===== src/rtl/fetch_sequencer.sv =====
// ============================================================================
// Module   : fetch_sequencer
// Brief    : IF-stage controller for the 5-stage MIPS core: PC register,
//            next-PC select (sequential/jump/branch/halt), stall/flush and
//            IF/ID register. Optional perf counters under FETCH_PERF_EN.
// Revision : 1.0 - initial release
// ============================================================================
`default_nettype none

module fetch_sequencer #(
    parameter logic [31:0] RESET_PC = 32'h0000_0000,
    parameter int unsigned PC_STEP  = 4
) (
    input  logic        clk,
    input  logic        reset,
    input  logic        stall,
    input  logic        branch_taken,
    input  logic [31:0] branch_target,
    input  logic        jump,
    input  logic [31:0] jump_target,
    input  logic        halt,
    input  logic [31:0] instr_in,
    output logic [31:0] pc_out,
    output logic [31:0] ifid_instr,
    output logic [31:0] ifid_pc4,
    output logic        ifid_valid,
    output logic        halted
`ifdef FETCH_PERF_EN
    ,
    output logic [31:0] fetch_count,
    output logic [31:0] stall_count
`endif
);

    localparam logic [31:0] C_STEP = 32'(PC_STEP);
    localparam logic [31:0] C_NOP  = 32'h0000_0000;

    typedef enum logic [1:0] {
        S_BOOT   = 2'd0,
        S_RUN    = 2'd1,
        S_HALTED = 2'd2
    } state_t;

    state_t      r_state;
    state_t      w_state_nxt;
    logic [31:0] r_pc;
    logic [31:0] w_pc_nxt;
    logic [31:0] r_instr;
    logic [31:0] w_instr_nxt;
    logic [31:0] r_pc4;
    logic [31:0] w_pc4_nxt;
    logic        r_valid;
    logic        w_valid_nxt;
    logic [31:0] w_pc_inc;

    assign w_pc_inc = r_pc + C_STEP;

    always_ff @(posedge clk) begin
        if (reset) begin
            r_state <= S_BOOT;
            r_pc    <= RESET_PC;
            r_instr <= C_NOP;
            r_pc4   <= 32'h0000_0000;
            r_valid <= 1'b0;
        end else begin
            r_state <= w_state_nxt;
            r_pc    <= w_pc_nxt;
            r_instr <= w_instr_nxt;
            r_pc4   <= w_pc4_nxt;
            r_valid <= w_valid_nxt;
        end
    end

    // Priority chain: older (EX) branch beats younger (ID) jump, both beat stall.
    always_comb begin
        w_state_nxt = r_state;
        w_pc_nxt    = r_pc;
        w_instr_nxt = r_instr;
        w_pc4_nxt   = r_pc4;
        w_valid_nxt = r_valid;
        case (r_state)
            S_BOOT: begin
                w_state_nxt = S_RUN;
            end
            S_RUN: begin
                if (branch_taken) begin
                    w_pc_nxt    = {branch_target[31:2], 2'b00};
                    w_instr_nxt = C_NOP;
                    w_pc4_nxt   = 32'h0000_0000;
                    w_valid_nxt = 1'b0;
                end else if (jump) begin
                    w_pc_nxt    = {jump_target[31:2], 2'b00};
                    w_instr_nxt = C_NOP;
                    w_pc4_nxt   = 32'h0000_0000;
                    w_valid_nxt = 1'b0;
                end else if (stall) begin
                    w_pc_nxt    = r_pc;
                end else if (halt) begin
                    w_state_nxt = S_HALTED;
                    w_instr_nxt = C_NOP;
                    w_pc4_nxt   = 32'h0000_0000;
                    w_valid_nxt = 1'b0;
                end else begin
                    w_instr_nxt = instr_in;
                    w_pc4_nxt   = w_pc_inc;
                    w_valid_nxt = 1'b1;
                    w_pc_nxt    = w_pc_inc;
                end
            end
            S_HALTED: begin
                w_state_nxt = S_HALTED;
            end
            default: begin
                w_state_nxt = S_BOOT;
            end
        endcase
    end

    assign pc_out     = r_pc;
    assign ifid_instr = r_instr;
    assign ifid_pc4   = r_pc4;
    assign ifid_valid = r_valid;
    assign halted     = (r_state == S_HALTED);

`ifdef FETCH_PERF_EN
    logic        w_fetch_cyc;
    logic        w_stall_cyc;
    logic [31:0] r_fetch_count;
    logic [31:0] r_stall_count;

    assign w_fetch_cyc = (r_state == S_RUN) & ~branch_taken & ~jump & ~stall & ~halt;
    assign w_stall_cyc = (r_state == S_RUN) & ~branch_taken & ~jump & stall;

    always_ff @(posedge clk) begin
        if (reset) begin
            r_fetch_count <= 32'h0000_0000;
            r_stall_count <= 32'h0000_0000;
        end else begin
            if (w_fetch_cyc) r_fetch_count <= r_fetch_count + 32'd1;
            if (w_stall_cyc) r_stall_count <= r_stall_count + 32'd1;
        end
    end

    assign fetch_count = r_fetch_count;
    assign stall_count = r_stall_count;
`endif

endmodule

`default_nettype wire


===== config.mk =====
export PLATFORM = sky130hd
export DESIGN_NAME = fetch_sequencer
export DESIGN_NICKNAME = d
export VERILOG_FILES = /design/src/rtl/fetch_sequencer.sv
export SDC_FILE = /design/constraint.sdc
export NUM_CORES = 1
export LEC_CHECK = 0
export ABC_AREA = 1
export CORE_MARGIN = 5
export CORE_UTILIZATION = 39
export CTS_CLUSTER_DIAMETER = 150
export DETAILED_ROUTE_END_ITERATION = 16
export PLACE_DENSITY = 0.77
export REMOVE_ABC_BUFFERS = 1
export SLEW_MARGIN = 0
export SYNTH_ARGS = -nofsm -noshare
export SYNTH_HDL_FRONTEND = slang
export SYNTH_SLANG_ARGS = --single-unit

===== constraint.sdc =====
create_clock -name clk -period 1.3 [get_ports clk]
set_input_delay 0.13 -clock clk [delete_from_list [all_inputs] [get_ports clk]]
set_output_delay 0.13 -clock clk [all_outputs]
set_load 0.05 [all_outputs]

==> run_results.csv, run 1 <==
group,metric,value,unit
grt,antenna_found_initial,0,
worst_setup_path,start_kind,"flip-flop",
drt,first_iter_violations,683,
placed_design,globalplace.congestion,0.876,
synth,synth_edf_count,0,
synth,netlist_top_cells_count,"254 x nand2_1, 115 x a21oi_1, 101 x nor2_1",
synth,ys_ff_latch,96,
clock_tree,ctsLongestPathBuffers,2,
grt,grt_pass1_vias,6251,
drt,finalWirelength,26200,µm
grt,grt_pass1_wl,31700,µm
grt,grt_usage,27.1,%
sta,fin_crit_sh,127,%
power_and_ir_drop,leakage,4.09,nW
worst_setup_path,endpoint_kind,"flip-flop",
placed_design,port_buffers,193,
synth,syn_avg_cell_area,6.41,µm²
drt,post_drt_wl_per_cell,21.7,µm
min_path,hold_class,"in2reg",
clock_tree,clock_sinks,96,
synth,yosysMostFrequentCell,"nand2_1",
power_and_ir_drop,ir_drop,0.00103,V
synth,ys.flop_type,"dfxtp_1",
synth,yosysTopAreaCellShare,39.3,%
layout,num-nets-final,1141,
layout,fin_util,85.3,%
sta,finalWorstSetupSlack,-0.347,ns
worst_setup_path,criticalPathCategory,"reg2reg",
synth,synth_compound_area_share,17.0,%
clock_tree,h-tree-depth,3,
die,num_io_pins,200,
grt,grt_max_degree,43,
drt,num_vias,6786,
clock_tree,root_buffer,"clkbuf_16",
worst_setup_path,path_cells,"nand2_1 -> nor2_2 -> nand2_1 -> nor2_2 -> nand2_1 -> nand2_2 -> nand2_1 -> nand2_1 -> a21oi_1",
die,core,12200,µm²
clock_tree,path_clk_slew,0.08,ns
synth,synth_cells,762,
worst_setup_path,worst_ep_arrival_time,1.88,ns
worst_setup_path,cpMaxStageDelayCell,"dfxtp_2",
sta,maxClockFrequency,607,MHz
sta,post-route-min-period,1.65,ns
synth,synth.distinct_cells,28,
clock_tree,clkLatencyLatePin,0.36,ns
drt,drc_errors,0,
synth,synth_top_family_by_area,"simple AND/OR/NAND/NOR gates",
run,drv_cap,0,
worst_setup_path,cp_common_cell,"nand2_1",
layout,fill_cells,567,
sta,drv_slew,0,
synth,synth_seq_area_share,39.3,%
layout,num_antenna_cells,0,
drt,first_pass_iters,5,
drt,vias_per_cell,5.62,
power_and_ir_drop,p_per_area,1440,nW/µm²
placed_design,dp_hpwl,13400,µm
layout,areaGrowthSynthToFinish,112,%
die,row_count,40,
synth,synth.mux.area_fraction,0,%
sta,setup_viol,94,
synth,synth_area_leader_cell,"dfxtp_1",
worst_setup_path,path_buf_inv,0,
synth,yosys.area_share.simple,32.9,%
sta,rsz0062_at_grt,"true",
worst_setup_path,required,1.53,ns
die,start_util,40.2,%
worst_setup_path,slowest_delay,0.40,ns
synth,synth-adder-area-share,1.02,%
drt,ant_nets,0,
layout,drive_gt1_share,44.7,%
synth,synth_area_leaders,"dfxtp_1 39%, nand2_1 20%, a21oi_1 12%",
outcome,violations,"negative setup slack",
synth,synthXorXnorAreaFrac,1.43,%
worst_setup_path,reg2reg_setup_slack,-0.35,ns
synth,postSynth.asyncResetShare,0,%
synth,syn_area,4890,µm²
outcome,status,"finished with violations",
worst_setup_path,cp_top_family,"simple AND/OR/NAND/NOR gates",
die,die_h,122,µm
die,die-area,14900,µm²
worst_setup_path,path_max_fanout,3,
sta,skew,0.0147,ns
clock_tree,cts_made_buffers,9,
placed_design,pre_cts_slack,-0.376,ns
clock_tree,cts_tree,"done",
synth,yosysWarnings,0,
die,die_w,122,µm
sta,hold_viol,0,
grt,gr-total-overflow,0,
worst paths after layout:
kind,startpoint,endpoint,cells past startpoint
worst min-delay path,reset,ifid_pc4[14],3
worst max register to register,pc_out[14],ifid_pc4[30],9
worst min register to register,ifid_pc4[21],ifid_pc4[21],2
worst max-delay path,pc_out[14],ifid_pc4[30],9
per-stage QoR:
step           hold WS (ns)  total power [mW]  instance area [µm²]  cells  TNS (ns)
2_1_floorplan         0.199              6.45                 4660    720    -99.25
3_3_place_gp          0.490              9.80                 8410   1155    -25.61
3_5_place_dp          0.492              9.87                 8410   1155    -29.01
4_1_cts               0.233              13.5                 9420   1188     -9.99
5_1_grt               0.258              15.3                10400   1208    -21.52
6_report              0.272              14.9                10400   1208    -16.95
power breakdown:
part	total (mW)	internal [mW]	switching, mW	leakage, nW
registers	3.84	3.36	0.476	0.785
logic	8.43	3.82	4.61	3.17
clock network	2.65	1.32	1.33	0.132
total	14.9	8.50	6.42	4.09
flip-flops by register name, indices dropped and copies added (netlist names):
signal,cells
ifid_instr,32
ifid_pc4,31
pc_out,30
r_state,2
ifid_valid,1
logic make-up (layout without fill, tap and decap cells):
kind of cell,Yosys count,count (layout)
compound gates,165,165
other cells,1,2
xor+xnor,8,8
flops,96,96
fa+ha+maj,4,4
simple gates,402,402
buf+inv,86,363
what timing repair did:
item,CTS,global route
cloned,5,9
setup buffers,12,18
gates resized for setup,150,210
hold buffers,0,0
setup endpoints to repair,93,94
pin swaps,35,78
cells in the final DEF, fill, tap and decap left out, types with 34 or more instances in the layout:
master	synthesis	routed
nand2_1	254	183
a21oi_2	0	52
nor2_1	101	72
buf_12	0	113
clkdlybuf4s50_1	0	95
inv_1	41	34
nand2_2	2	47
a21oi_1	115	62
dfxtp_1	96	81
buf_4	7	65
routing by layer:
metal	track usage, %	part of all wire (%)	vias up
met5	0	0	-
met4	11.8	6.8	0
met3	6.50	9.4	162
met2	48.3	48	487
met1	30.6	36	3151
li1	-	-	2986
worst reg2reg max path: cells and delay by family, from the launching register on:
family	cells	cell delay (ns)
simple gates	8	1.05
flops	1	0.40
compound gates	1	0.08
layout make-up:
cell class	count	area, µm²	area share [%]
repair buffers	304	4170	40.2
clock inverters	7	55.1	0.531
flip-flops and latches	96	1950	18.8
inverters	43	191	1.85
clock buffers	9	225	2.17
well taps	168	210	2.03
multi-input cells	581	3570	34.4
Note: power is estimated with default switching activity, not from simulation.
==> run 2: changes to the inputs <==
==> constraint.sdc (replaced) <==
create_clock -name clk -period 1.3 [get_ports clk]
set_input_delay 0.13 -clock clk [delete_from_list [all_inputs] [get_ports clk]]
set_output_delay 0.13 -clock clk [all_outputs]
set_load 0.02 [all_outputs]
==> run 2 against run 1 <==
  * Via count down 5.9%
  * Critical path depth increased by 1
  * Largest power group unchanged
  * Critical path type unchanged
  * The flow still finishes with violations (negative setup slack)
  * Worst hold slack better by 0.014 ns
==> run_results.csv, run 2 (same netlist as run 1, synthesis figures left out) <==
group,metric,value,unit
outcome,status,"finished with violations",
outcome,violations,"negative setup slack",
drt,wirelength_met1,8700,µm
clock_tree,cts_tree,"done",
drt,top_layer,"met4",
drt,first_iter_violations,576,
sta,finalWorstSetupSlack,-0.290,ns
worst_setup_path,criticalPathCategory,"reg2reg",
sta,rsz0062_at_grt,"true",
grt,gr-total-overflow,0,
worst_setup_path,path_buf_inv,5,
power_and_ir_drop,power.share.switching,40.5,%
worst_setup_path,slowest_delay,0.35,ns
layout,num-nets-final,1136,
grt,grt_usage,26.6,%
placed_design,pre_cts_slack,-0.413,ns
die,row_count,40,
clock_tree,cts_hold_buf,0,
layout,final_cell_mix,"180 x nand2_1, 95 x clkdlybuf4s50_1, 75 x dfxtp_1",
die,die-area,14900,µm²
drt,met3_length,1790,µm
power_and_ir_drop,p_sw,5.04,mW
drt,vias_per_cell,5.31,
clock_tree,path_clk_slew,0.07,ns
grt,grt_max_degree,44,
worst_setup_path,worst_ep_arrival_time,1.82,ns
sta,maxClockFrequency,629,MHz
clock_tree,ctsLongestPathBuffers,2,
min_path,worstHoldStart,"branch_taken",
die,core,12200,µm²
clock_tree,clkLatencyLatePin,0.36,ns
layout,drive_gt1_share,38.1,%
run,drv_cap,0,
drt,drc_errors,0,
worst_setup_path,r2r_cells,10,
sta,hold_viol,0,
grt,grt_pass1_vias,6020,
drt,first_pass_iters,5,
worst_setup_path,required,1.53,ns
layout,multiInputGateArea,3570,µm²
worst_setup_path,reg2reg_to,"pc_out[30]",
power_and_ir_drop,ir_drop,0.000848,V
power_and_ir_drop,power_frac_seq,30.5,%
worst_setup_path,start_kind,"flip-flop",
layout,fill_cells,891,
worst_setup_path,path_max_fanout,9,
power_and_ir_drop,clkPwrFrac,20.7,%
sta,drv_slew,0,
drt,post_drt_wl_per_cell,18.8,µm
power_and_ir_drop,p_int,7.42,mW
drt,ant_nets,0,
die,num_io_pins,200,
sta,slew-limit-headroom,63.7,%
sta,post-route-min-period,1.59,ns
grt,grt_pass1_wl,31100,µm
layout,num_antenna_cells,0,
drt,dr_wl_met2,11100,µm
worst_setup_path,reg2reg_setup_slack,-0.29,ns
worst_setup_path,r2r_start,"r_state[1]",
min_path,hold_class,"in2reg",
clock_tree,cts_made_buffers,9,
drt,num_vias,6387,
worst_setup_path,cp_top_family,"buffers and inverters",
placed_design,globalplace.congestion,0.883,
worst_setup_path,path_cells,"inv_2 -> ha_4 -> nand2_4 -> buf_6 -> inv_6 -> nand2_8 -> clkinv_8 -> buf_12 -> o21ai_0 -> a21oi_2",
power_and_ir_drop,p_per_area,1350,nW/µm²
placed_design,dp_hpwl,12600,µm
min_path,whs_path_depth,4,
die,start_util,40.2,%
grt,antenna_found_initial,0,
placed_design,dp_cells,1153,
clock_tree,clock_sinks,96,
layout,final_common_cell,"nand2_1",
sta,worst_pin_slew,0.545,ns
sta,setup_viol,94,
sta,fin_crit_sh,122,%
die,die_h,122,µm
placed_design,port_buffers,193,
layout,areaGrowthSynthToFinish,88.7,%
worst_setup_path,endpoint_kind,"flip-flop",
power_and_ir_drop,p_comb_share,48.8,%
clock_tree,root_buffer,"clkbuf_16",
layout,regArea,1960,µm²
min_path,hold_end,"pc_out[2]",
worst_setup_path,cpMaxStageDelayCell,"o21ai_0",
layout,finalNonFillerCells,1203,
power_and_ir_drop,leakage,4.02,nW
clock_tree,h-tree-depth,3,
sta,tns,-12.97,ns
layout,largest_reg_flops,32,
sta,skew,0.0103,ns
drt,finalWirelength,22600,µm
die,die_w,122,µm
-- run 2: stage by stage --
step | util (%) | hold WS [ns] | instance area (µm²) | power (mW)
floorplan | - | 0.199 | 4660 | 5.63
global route | 75.8 | 0.302 | 9220 | 13.0
CTS | 70.2 | 0.251 | 8530 | 11.5
global placement | 60.8 | 0.452 | 7390 | 8.03
detailed placement | 60.8 | 0.455 | 7390 | 8.08
finish | 75.8 | 0.286 | 9220 | 12.5
-- run 2: area by class of cell --
cell class                      instances  area share [%]
Multi-Input combinational cell        581            38.7
Inverter                               43            2.02
Tap cell                              168            2.28
Clock inverter                          6           0.489
Sequential cell                        96            21.2
Clock buffer                           10            2.48
Timing Repair Buffer                  299            32.8
-- run 2: worst max-delay path by stage --
| stage | start | to | slack (ns) | depth (start not counted) |
|---|---|---|---|---|
| 2_1_floorplan | r_state[1] | ifid_pc4[10] | -1.61 | 7 |
| 3_5_place_dp | jump | ifid_instr[1] | -0.41 | 7 |
| 3_3_place_gp | jump | ifid_pc4[7] | -0.32 | 8 |
| 6_report | r_state[1] | pc_out[30] | -0.29 | 10 |
| 4_1_cts | r_state[1] | ifid_pc4[11] | -0.18 | 9 |
| 5_1_grt | pc_out[2] | pc_out[12] | -0.37 | 8 |
-- run 2: timing repair --
action,CTS,global route
gates cloned,9,4
pin swaps,53,84
endpoints found under the setup margin,189,108
gates resized for setup,313,216
setup buffers,15,16
-- run 2: metal layers --
| metal | track usage, % | up-vias |
|---|---|---|
| li1 | - | 2965 |
| met1 | 32.1 | 2994 |
| met2 | 45.6 | 337 |
| met3 | 4.78 | 91 |
| met4 | 13.0 | 0 |
| met5 | 0 | - |
-- run 2: power groups by stage --
| stage | clock, mW | combinational (mW) | sequential, mW |
|---|---|---|---|
| global placement | 0 | 4.33 | 3.70 |
| CTS | 2.55 | 5.19 | 3.72 |
| global route | 2.70 | 6.43 | 3.85 |
| detailed placement | 0 | 4.37 | 3.71 |
| floorplan | 0 | 1.45 | 4.18 |
| finish | 2.58 | 6.08 | 3.81 |
-- run 2: worst register-to-register path, stage by stage, from the launching register on --
cell      delay (ns)
dfxtp_2         0.33
inv_2           0.05
ha_4            0.16
nand2_4         0.08
buf_6           0.11
inv_6           0.04
nand2_8         0.08
clkinv_8        0.08
buf_12          0.14
o21ai_0         0.35
a21oi_2         0.05
